## config.mk

```make
export PLATFORM = sky130hd
export DESIGN_NAME = transmit
export DESIGN_NICKNAME = d
export VERILOG_FILES = /design/src/rtl/uart_pkg.sv /design/src/rtl/uart_bit_timer.sv /design/src/rtl/transmit.sv
export SDC_FILE = /design/constraint.sdc
export NUM_CORES = 1
export LEC_CHECK = 0
export BUFFER_PORTS_ARGS = -buffer_cell sky130_fd_sc_hd__buf_2
export CORE_UTILIZATION = 40
export CTS_BUF_LIST = sky130_fd_sc_hd__clkbuf_8 sky130_fd_sc_hd__clkbuf_16
export DETAILED_ROUTE_END_ITERATION = 10
export PLACE_DENSITY = 0.57
export SLEW_MARGIN = 40
export SYNTH_ARGS = -nofsm -noshare
export SYNTH_HDL_FRONTEND = slang
export SYNTH_HIERARCHICAL = 1
export SYNTH_SLANG_ARGS = --single-unit
export TNS_END_PERCENT = 50
```

## constraint.sdc

```tcl
create_clock -name i_clk -period 2.26 [get_ports i_clk]
set_input_delay 0.452 -clock i_clk [delete_from_list [all_inputs] [get_ports i_clk]]
set_output_delay 0.452 -clock i_clk [all_outputs]
set_load 0.01 [all_outputs]
```

## src/rtl/uart_pkg.sv

```systemverilog
// Shared UART definitions for the transmitter and the matching receiver.
//
// Contents:
//   D           clock cycles per bit, round(27 MHz / 115 200) = 234
//   L           width of the bit-period counter (2^L > D-1)
//   FRAME_BITS  bits per frame: 10 for 8N1, 11 for 8E1
//   uart_state_e  line-protocol state shared by both ends
//
// Configuration macro: TX_PARITY_EN selects the 8E1 frame (even parity bit
// between the data bits and the stop bit). Undefined gives 8N1.

package uart_pkg;

  localparam int unsigned D = 234;
  localparam int unsigned L = 8;

`ifdef TX_PARITY_EN
  localparam int unsigned FRAME_BITS = 11;
`else
  localparam int unsigned FRAME_BITS = 10;
`endif

  typedef enum logic [2:0] {
    StIdle,
    StStart,
    StData,
    StParity,
    StStop
  } uart_state_e;

endpackage

```

## src/rtl/uart_bit_timer.sv

```systemverilog
// Bit-period timer: a free-running modulo-Div counter used to pace each bit
// on the serial line. Shared with the receiver.
//
// Ports:
//   clk     system clock
//   rst     synchronous active-high reset, counter to 0
//   clear   synchronous restart from 0 (takes priority over enable)
//   enable  advance the counter this cycle
//   tick    high while the counter sits at Div-1, i.e. the last cycle of a bit

module uart_bit_timer
  import uart_pkg::*;
#(
  parameter int unsigned Div   = D,
  parameter int unsigned Width = L
) (
  input  logic clk,
  input  logic rst,
  input  logic clear,
  input  logic enable,
  output logic tick
);

  localparam logic [Width-1:0] Last = Width'(Div - 1);

  logic [Width-1:0] count_q, count_d;

  assign tick = (count_q == Last);

  always_comb begin
    count_d = count_q;
    if (clear) begin
      count_d = '0;
    end else if (enable) begin
      count_d = tick ? '0 : count_q + Width'(1);
    end
  end

  always_ff @(posedge clk) begin
    if (rst) begin
      count_q <= '0;
    end else begin
      count_q <= count_d;
    end
  end

endmodule

```

## src/rtl/transmit.sv

```systemverilog
// UART transmitter: sends one byte per frame, LSB first, at 115 200 bit/s
// from a 27 MHz clock. Frame is start(0), 8 data bits, [even parity], stop(1).
// Bytes are taken over a ready/valid handshake so a FIFO can stream frames
// back to back with a single idle cycle between them.
//
// Ports:
//   i_clk    system clock, 27 MHz
//   i_rst    synchronous active-high reset; aborts any frame in flight
//   i_data   byte to send, sampled only on the accept cycle
//   i_valid  host offers i_data
//   o_ready  transmitter idle and able to accept (decoded from state)
//   o_tx     serial line, idles high (registered)
//   o_busy   frame in progress, always !o_ready
//   o_done   one-cycle pulse on the cycle the stop bit has completed
//
// Configuration macro: TX_PARITY_EN inserts an even-parity bit before the
// stop bit (8E1, 11 bit periods per frame). Undefined gives 8N1.

module transmit
  import uart_pkg::*;
(
  input  logic       i_clk,
  input  logic       i_rst,
  input  logic [7:0] i_data,
  input  logic       i_valid,
  output logic       o_ready,
  output logic       o_tx,
  output logic       o_busy,
  output logic       o_done
);

  uart_state_e state_q, state_d;
  logic [7:0]  shift_q, shift_d;
  logic [2:0]  cnt_q,   cnt_d;
  logic        tx_q,    tx_d;
  logic        done_q,  done_d;
  logic        accept;
  logic        tick;

`ifdef TX_PARITY_EN
  logic parity_q, parity_d;
`endif

  assign accept = i_valid && (state_q == StIdle);

  uart_bit_timer #(
    .Div   (D),
    .Width (L)
  ) u_bit_timer (
    .clk    (i_clk),
    .rst    (i_rst),
    .clear  (accept),
    .enable (state_q != StIdle),
    .tick   (tick)
  );

  // Next-state logic: the timer tick marks the last cycle of every bit.
  always_comb begin
    state_d = state_q;
    shift_d = shift_q;
    cnt_d   = cnt_q;
    done_d  = 1'b0;
`ifdef TX_PARITY_EN
    parity_d = parity_q;
`endif

    unique case (state_q)
      StIdle: begin
        if (i_valid) begin
          shift_d = i_data;
          cnt_d   = '0;
          state_d = StStart;
`ifdef TX_PARITY_EN
          parity_d = ^i_data;
`endif
        end
      end
      StStart: begin
        if (tick) begin
          state_d = StData;
        end
      end
      StData: begin
        if (tick) begin
          shift_d = {1'b0, shift_q[7:1]};
          if (cnt_q == 3'd7) begin
            cnt_d = '0;
`ifdef TX_PARITY_EN
            state_d = StParity;
`else
            state_d = StStop;
`endif
          end else begin
            cnt_d = cnt_q + 3'd1;
          end
        end
      end
      StParity: begin
`ifdef TX_PARITY_EN
        if (tick) begin
          state_d = StStop;
        end
`else
        // Unreachable without parity; recover to idle.
        state_d = StIdle;
`endif
      end
      StStop: begin
        if (tick) begin
          state_d = StIdle;
          done_d  = 1'b1;
        end
      end
      default: begin
        state_d = StIdle;
      end
    endcase
  end

  // Line level is computed from the next state so o_tx changes on the same
  // edge as the state register, e.g. it falls on the edge after the accept.
  always_comb begin
    tx_d = 1'b1;
    case (state_d)
      StStart:  tx_d = 1'b0;
      StData:   tx_d = shift_d[0];
`ifdef TX_PARITY_EN
      StParity: tx_d = parity_d;
`endif
      default:  tx_d = 1'b1;
    endcase
  end

  always_ff @(posedge i_clk) begin
    if (i_rst) begin
      state_q <= StIdle;
      shift_q <= '0;
      cnt_q   <= '0;
      tx_q    <= 1'b1;
      done_q  <= 1'b0;
`ifdef TX_PARITY_EN
      parity_q <= 1'b0;
`endif
    end else begin
      state_q <= state_d;
      shift_q <= shift_d;
      cnt_q   <= cnt_d;
      tx_q    <= tx_d;
      done_q  <= done_d;
`ifdef TX_PARITY_EN
      parity_q <= parity_d;
`endif
    end
  end

  assign o_ready = (state_q == StIdle);
  assign o_busy  = ~o_ready;
  assign o_tx    = tx_q;
  assign o_done  = done_q;

endmodule

```

==> impl_results.md, run 1 <==
* Status: finished with violations
* Violated checks: DRC
* Die area at 0.003248 mm^2
* Synth area leader: dfxtp_1
* Most frequent cells in the layout: 24 x dfxtp_1, 14 x a21oi_1, 14 x buf_2
* Antenna diode count at 0
* Crit path required time at 1.81 ns
* Initial antenna violation count at 0
* Slew Viols, Final at 0
* Worst-Skew Late Latency at 0.27 ns
* Reg2reg path depth at 7
* Final HPWL DP at 1661 um
* Post-Route Skew at 0.007040 ns
* Final net count at 161
* CP max-delay cell: or3_1
* LEAKAGE at 0.4804 nW
* Site Rows at 19
* Port Buf Inserts at 14
* Final hold viol count at 0
* Critical path arrival at 1.45 ns
* Post-CTS Setup Bufs at 0
* Sequential standard cell area at 480.5 um^2
* DR WL/cell at 13.86 um
* CP Buf/Inv Count at 2
* Max-cap violations at 0
* PD cells at 655.1 mW/mm^2
* R2R Path End: o_tx
* Fin crit share at 84.31%
* CTS tree: yes
* Placement Cell Area at 0.001300 mm^2
* Final Setup Violations at 0
* Critical Path End Type: output pin
* Clock transition at path regs at 0.09 ns
* Total Wirelength at 2440 um
* PostCTS Resize Cnt at 0
* FF+latch count, synth at 24
* Critical Path Start Type: flop
* Max Fclk at 0.5248 GHz
* Worst setup path endpoint: o_ready
* Setup slack at placement at 0.3842 ns
* R2r startpoint: u_bit_timer/count_q[0]
* Tightest Pin Transition at 0.4546 ns
* CP peak stage delay at 0.56 ns
* Minimum clock period at 1.905 ns
* Clk sinks at 24
* Final Wtd Congestion at 0.7435
* Max FO, Critical Path at 12
* Post-route cell area at 0.001371 mm^2
* TritonCTS buffer count at 3
* Top-Level Pins at 15
* Post-synth EDFFs at 0
* Overflow left after global routing at 0
* Routed vias/inst at 5.903
* Vias at 1039
* Setup TNS at 0 ns
* Remaining routing DRC violations at 2
* Vias in the first global route at 1020
* Post-synth top flop: dfxtp_1
* Commonest non-fill, non-tap cell in the layout: dfxtp_1
* Mapped Cells at 131
* Multi-input gate area at 653.1 um^2
* Core area at 0.002805 mm^2
* Worst path depth at 3
* Initial Utilization at 43.13%
* Layout cells sized above 1 at 22.07%
* Tot GR Track Use at 16.94%
* Die width at 57.00 um
* Pin count of the biggest net entering global routing at 18
* Post-synthesis sequential area ratio at 39.71%
* Slew margin rel. at 69.27%
* Max VDD drop at 0.3352 mV
* Final Worst Setup Slack at 0.3545 ns
* Hold/Removal Path Class: primary input to flop
* Mapped cell area at 0.001210 mm^2
* Syn Area/Cell at 9.236 um^2
* CTS Hold Bufs at 0
* Clk root buf: clkbuf_8
* Critical path cell sequence: or3_1 > inv_1 > buf_2
* Layout area overhead at 13.34%
* Yosys warns at 6
* FFs w/ async S/R, synth at 0%
* ANT nets after route at 0
* Synthesized Nets at 146
* Vert. Die Dim at 57.00 um
* Synth top area share at 39.71%
* Max H-tree Level at 1
* Drt pass-1 iters at 7
* Fillers at 285
* Cell variety after synth at 46
* R2r setup slk at 0.37 ns
* CP Launch Point: state_q[1]
* Top Family by Delay on Critical Path: simple AND/OR/NAND/NOR gates
* First-pass GRT wire length at 4402 um
* Clk buf depth at 2
* RSZ-0062 raised after global routing: no
* Critical path class: flop to output pin
* Initial DRC Count at 40
* Synth area leaders: dfxtp_1 40%, a21oi_1 5.8%, nand3_1 5.4%
area by class of cell:
type | instances | area share (%)
multi-input combinational | 93 | 47.63
sequential | 24 | 35.04
timing repair buffer | 19 | 7.847
clock buffer | 3 | 3.011
tap | 31 | 2.828
clock inverter | 1 | 2.190
inverter | 5 | 1.460
worst min-delay path, stage by stage:
cell and delay, ns:
buf_2 0.09, nand2_1 0.05, a21oi_1 0.05
worst min path at each step:
stage                from         end  slack, ns  cells past startpoint
2_1_floorplan  shift_q[4]  shift_q[4]       0.44                      2
3_3_place_gp     cnt_q[2]    cnt_q[2]       0.46                      2
3_5_place_dp   shift_q[1]  shift_q[1]       0.46                      2
4_1_cts         i_data[7]  shift_q[7]       0.41                      3
5_1_grt         i_data[7]  shift_q[7]       0.44                      3
6_report        i_data[7]  shift_q[7]       0.42                      3
routing by layer:
layer | wire length, um | part of all wire, % | up-vias | track usage (%)
met4 | 17 | 0.70 | 0 | 7.317
met5 | 0 | 0 | - | 0
met2 | 1199 | 49 | 11 | 27.56
met1 | 1170 | 48 | 502 | 22.44
li1 | - | - | 524 | -
met3 | 53 | 2.2 | 2 | 2.494
Yosys cell counts (3+ instances only):
cell type / instances
nand3_1: 13
ha_1: 4
dfxtp_1: 24
nor2_1: 4
nand2b_1: 4
inv_1: 4
buf_2: 3
nand2_1: 4
a21oi_1: 14
a22oi_1: 7
clkbuf_1: 3
stage by stage:
| stage | hold slack (ns) | instances | power, mW | utilization, % |
|---|---|---|---|---|
| CTS | 0.4111 | 176 | 0.9153 | 48.88 |
| global placement | 0.4568 | 172 | 0.5334 | 46.34 |
| floorplan | 0.4415 | 131 | 0.5131 | - |
| finish | 0.4163 | 176 | 0.8984 | 48.88 |
| detailed placement | 0.4623 | 172 | 0.5357 | 46.34 |
| global route | 0.4418 | 176 | 0.9374 | 48.88 |
registers in the layout, indices dropped and copies added, names as in the netlist:
register	cells
shift_q	8
u_bit_timer/count_q	8
cnt_q	3
state_q	3
o_done	1
o_tx	1
logic make-up after synthesis:
| logic type | count (synthesis) | synth area share, % |
|---|---|---|
| compound gates | 39 | 22.75 |
| xor+xnor | 1 | 0.7240 |
| fa+ha+maj | 4 | 4.137 |
| buf+inv | 14 | 6.307 |
| flops | 24 | 39.71 |
| simple gates | 49 | 26.37 |
report_power, final:
| group | internal, mW | switching, mW | total, mW | leakage (nW) |
|---|---|---|---|---|
| registers | 0.436 | 0.0116 | 0.448 | 0.195 |
| clock network | 0.237 | 0.137 | 0.373 | 0.0357 |
| logic | 0.0345 | 0.0429 | 0.0774 | 0.249 |
| total | 0.707 | 0.191 | 0.898 | 0.480 |
No activity file was read; power rests on OpenSTA's default activity.
==> run 2: changes to the inputs <==
--- a/config.mk
+++ b/config.mk
@@ -5,11 +5,12 @@
 export SDC_FILE = /design/constraint.sdc
 export NUM_CORES = 1
 export LEC_CHECK = 0
+export ABC_AREA = 1
 export BUFFER_PORTS_ARGS = -buffer_cell sky130_fd_sc_hd__buf_2
 export CORE_UTILIZATION = 40
 export CTS_BUF_LIST = sky130_fd_sc_hd__clkbuf_8 sky130_fd_sc_hd__clkbuf_16
 export DETAILED_ROUTE_END_ITERATION = 10
-export PLACE_DENSITY = 0.57
+export PLACE_DENSITY = 0.56
 export SLEW_MARGIN = 40
 export SYNTH_ARGS = -nofsm -noshare
 export SYNTH_HDL_FRONTEND = slang
==> constraint.sdc (replaced) <==
create_clock -name i_clk -period 1.9 [get_ports i_clk]
set_input_delay 0.38 -clock i_clk [delete_from_list [all_inputs] [get_ports i_clk]]
set_output_delay 0.38 -clock i_clk [all_outputs]
set_load 0.01 [all_outputs]
==> run 2 against run 1 <==
Net effect: critical path type unchanged; the flow now finishes without violations; cell area up 9.7%; sequential share of layout area fell by 3.1 points; highest routed layer unchanged; largest cell class unchanged; global-route usage grew 0.19 points; synthesized cell count rose by 56%; critical endpoint unchanged.
==> impl_results.md, run 2 <==
* Most frequent cells in the layout: 69 x nand2_1, 32 x nor2_1, 25 x inv_1
* Mapped cell area at 0.001339 mm^2 (+11%)
* Final Setup Violations at 0 (unchanged)
* Setup slack at placement at 0.1312 ns (-0.2530 ns)
* Hold Path Sink: cnt_q[2]
* Sequential Power Share at 53.2% (+3.4 points)
* Post-synthesis sequential area ratio at 35.89% (-3.8 points)
* Placement Cell Area at 0.001434 mm^2 (+10%)
* Slew Viols, Final at 0 (unchanged)
* Crit path required time at 1.52 ns (-0.29 ns)
* Critical path class: flop to output pin
* Post-route cell area at 0.001504 mm^2 (+9.7%)
* Max Fclk at 0.5800 GHz
* Synth area leaders: dfxtp_1 36%, nand2_1 19%, nor2_1 9.0%
* Final net count at 234 (+45%)
* Synth top area share at 35.89% (-3.8 points)
* Worst-Skew Late Latency at 0.26 ns (about the same)
* Int Pwr at 0.7580 mW (+7.2%)
* First-pass GRT wire length at 4650 um (+5.6%)
* Fillers at 345 (+21%)
* Clk sinks at 24 (unchanged)
* TritonCTS buffer count at 3 (unchanged)
* Die area at 0.003582 mm^2 (+10%)
* Clock transition at path regs at 0.08 ns (about the same)
* Final Wtd Congestion at 0.7701 (+3.6%)
* Antenna diode count at 0 (unchanged)
* Layout cells sized above 1 at 13.30% (-8.8 points)
* Synth area leader: dfxtp_1
* Yosys warns at 6 (unchanged)
* Max-cap violations at 0 (unchanged)
* Post-Route Skew at 0.001309 ns (-0.005731 ns)
* Total Wirelength at 2678 um (+9.8%)
* Top-Level Pins at 15 (unchanged)
* Minimum clock period at 1.724 ns
* Critical path arrival at 1.34 ns (-0.11 ns)
* Tot GR Track Use at 17.13% (+0.19 points)
* Max H-tree Level at 1 (unchanged)
* R2r setup slk at 0.22 ns (-0.15 ns)
* Critical Path End Type: output pin
* LEAKAGE at 0.7066 nW (+47%)
* Status: finished clean
* Mapped Cells at 204 (+56%)
* Vias at 1257 (+21%)
* Top post-synthesis cells by count: 69 x nand2_1, 32 x nor2_1, 25 x inv_1
* Combinational fraction of design power at 12.8% (+4.2 points)
* Most instantiated library cell after synthesis: nand2_1
* Hold Path Cell Cnt at 2 (-1)
* Post-synth EDFFs at 0 (unchanged)
* Switching power at 0.2526 mW (+32%)
* Site Rows at 20 (+1)
* Max VDD drop at 0.3932 mV (+17%)
* Max FO, Critical Path at 10 (-2)
* Cell variety after synth at 23 (-50%)
* Post-synth top flop: dfxtp_1
* ANT nets after route at 0 (unchanged)
* Sw Share at 24.99% (+3.7 points)
* Remaining routing DRC violations at 0 (-2)
* Slew margin rel. at 72.36% (+3.1 points)
* Post-CTS Setup Bufs at 0 (unchanged)
* Clk buf depth at 2 (unchanged)
* Tightest Pin Transition at 0.4142 ns (-0.04038 ns)
* Fin crit share at 90.74%
* Routed vias/inst at 4.798 (-19%)
* Vias in the first global route at 1151 (+13%)
* R2R Path End: cnt_q[1]
* Initial DRC Count at 45 (+13%)
* Vert. Die Dim at 59.85 um (+5.0%)
* Port Buf Inserts at 14 (unchanged)
* Overflow left after global routing at 0 (unchanged)
* Syn Area/Cell at 6.563 um^2 (-29%)
* Hold/Removal Path Class: primary input to flop
* Reg2reg path depth at 8 (+1)
* Layout area overhead at 12.34%
* CTS tree: yes
* R2r startpoint: u_bit_timer/count_q[0]
* Synthesized Nets at 219 (+50%)
* Setup TNS at 0 ns (unchanged)
* Final hold viol count at 0 (unchanged)
* Clock share of power at 34.0% (-7.5 points)
* FFs w/ async S/R, synth at 0% (unchanged)
* Drt pass-1 iters at 4 (-3)
* Clk root buf: clkbuf_8
* DR WL/cell at 10.22 um (-26%)
* Hold Startpoint: i_rst
* FF+latch count, synth at 24 (unchanged)
* PD cells at 671.9 mW/mm^2 (+2.6%)
* Hold Slack at 0.3473 ns (-0.06902 ns)
* Commonest non-fill, non-tap cell in the layout: nand2_1
* Initial Utilization at 43.15% (about the same)
* RSZ-0062 raised after global routing: no
* Pin count of the biggest net entering global routing at 19 (+1)
* Final HPWL DP at 1982 um (+19%)
* Core area at 0.003103 mm^2 (+11%)
* Critical Path Start Type: flop
* Final Worst Setup Slack at 0.1760 ns (-0.1785 ns)
* Die width at 59.85 um (+5.0%)
* Top Registers: shift_q (8), u_bit_timer/count_q (8)
* Initial antenna violation count at 0 (unchanged)
* Core Util, Final at 48.47% (-0.42 points)
run 2: how the worst max path moves through the flow:
stage,endpoint,startpoint,slack (ns)
floorplan,cnt_q[0],u_bit_timer/count_q[0],0.23
global placement,cnt_q[0],u_bit_timer/count_q[0],0.22
detailed placement,cnt_q[1],u_bit_timer/count_q[0],0.13
CTS,cnt_q[1],u_bit_timer/count_q[0],0.09
global route,cnt_q[1],u_bit_timer/count_q[0],0.005
finish,o_ready,state_q[0],0.18
run 2: worst max-delay path: stages, from the launching register on:
cell	delay, ns
dfxtp_1	0.45
nor2_4	0.06
nand2_1	0.31
inv_1	0.10
buf_2	0.15
run 2: per-stage QoR:
step | total power, mW | instances
final | 1.011 | 262
after detailed placement | 0.6803 | 258
after floorplan | 0.6502 | 204
after global placement | 0.6755 | 258
after global routing | 1.070 | 262
after CTS | 1.027 | 262
run 2: layout make-up:
cell class              count  area [um^2]  share of cell area [%]
well taps                  44        55.05                   3.661
multi-input cells         147        723.2                   48.09
repair buffers             17        92.59                   6.156
inverters                  26        97.59                   6.489
flip-flops and latches     24        480.5                   31.95
clock buffers               4        55.05                   3.661
run 2: cell families after synthesis:
kind of cell / count (synthesis) / synth area share [%]
simple gates: 133 / 44.11
buf+inv: 33 / 11.21
compound gates: 7 / 2.991
flops: 24 / 35.89
fa+ha+maj: 4 / 3.738
xor+xnor: 2 / 1.309
mux: 1 / 0.7477
run 2: power by group through the flow:
stage	clock network (mW)	registers, mW	logic (mW)
6_report	0.343	0.538	0.129
5_1_grt	0.379	0.541	0.150
4_1_cts	0.358	0.538	0.131
3_5_place_dp	0	0.550	0.131
3_3_place_gp	0	0.549	0.126
2_1_floorplan	0	0.548	0.103
run 2: repair_timing:
item                       in CTS  in global routing
resized for setup               0                  2
hold buffers                    0                  0
setup endpoints to repair       0                 11
run 2: routing by layer:
metal	vias to the layer above	share of wire, %	wire length (um)	global-route usage [%]
li1	662	-	-	-
met2	19	46	1232	30.16
met5	-	0	0	0
met4	0	0.67	18	3.322
met3	2	3.2	86	4.545
met1	574	50	1341	20.87
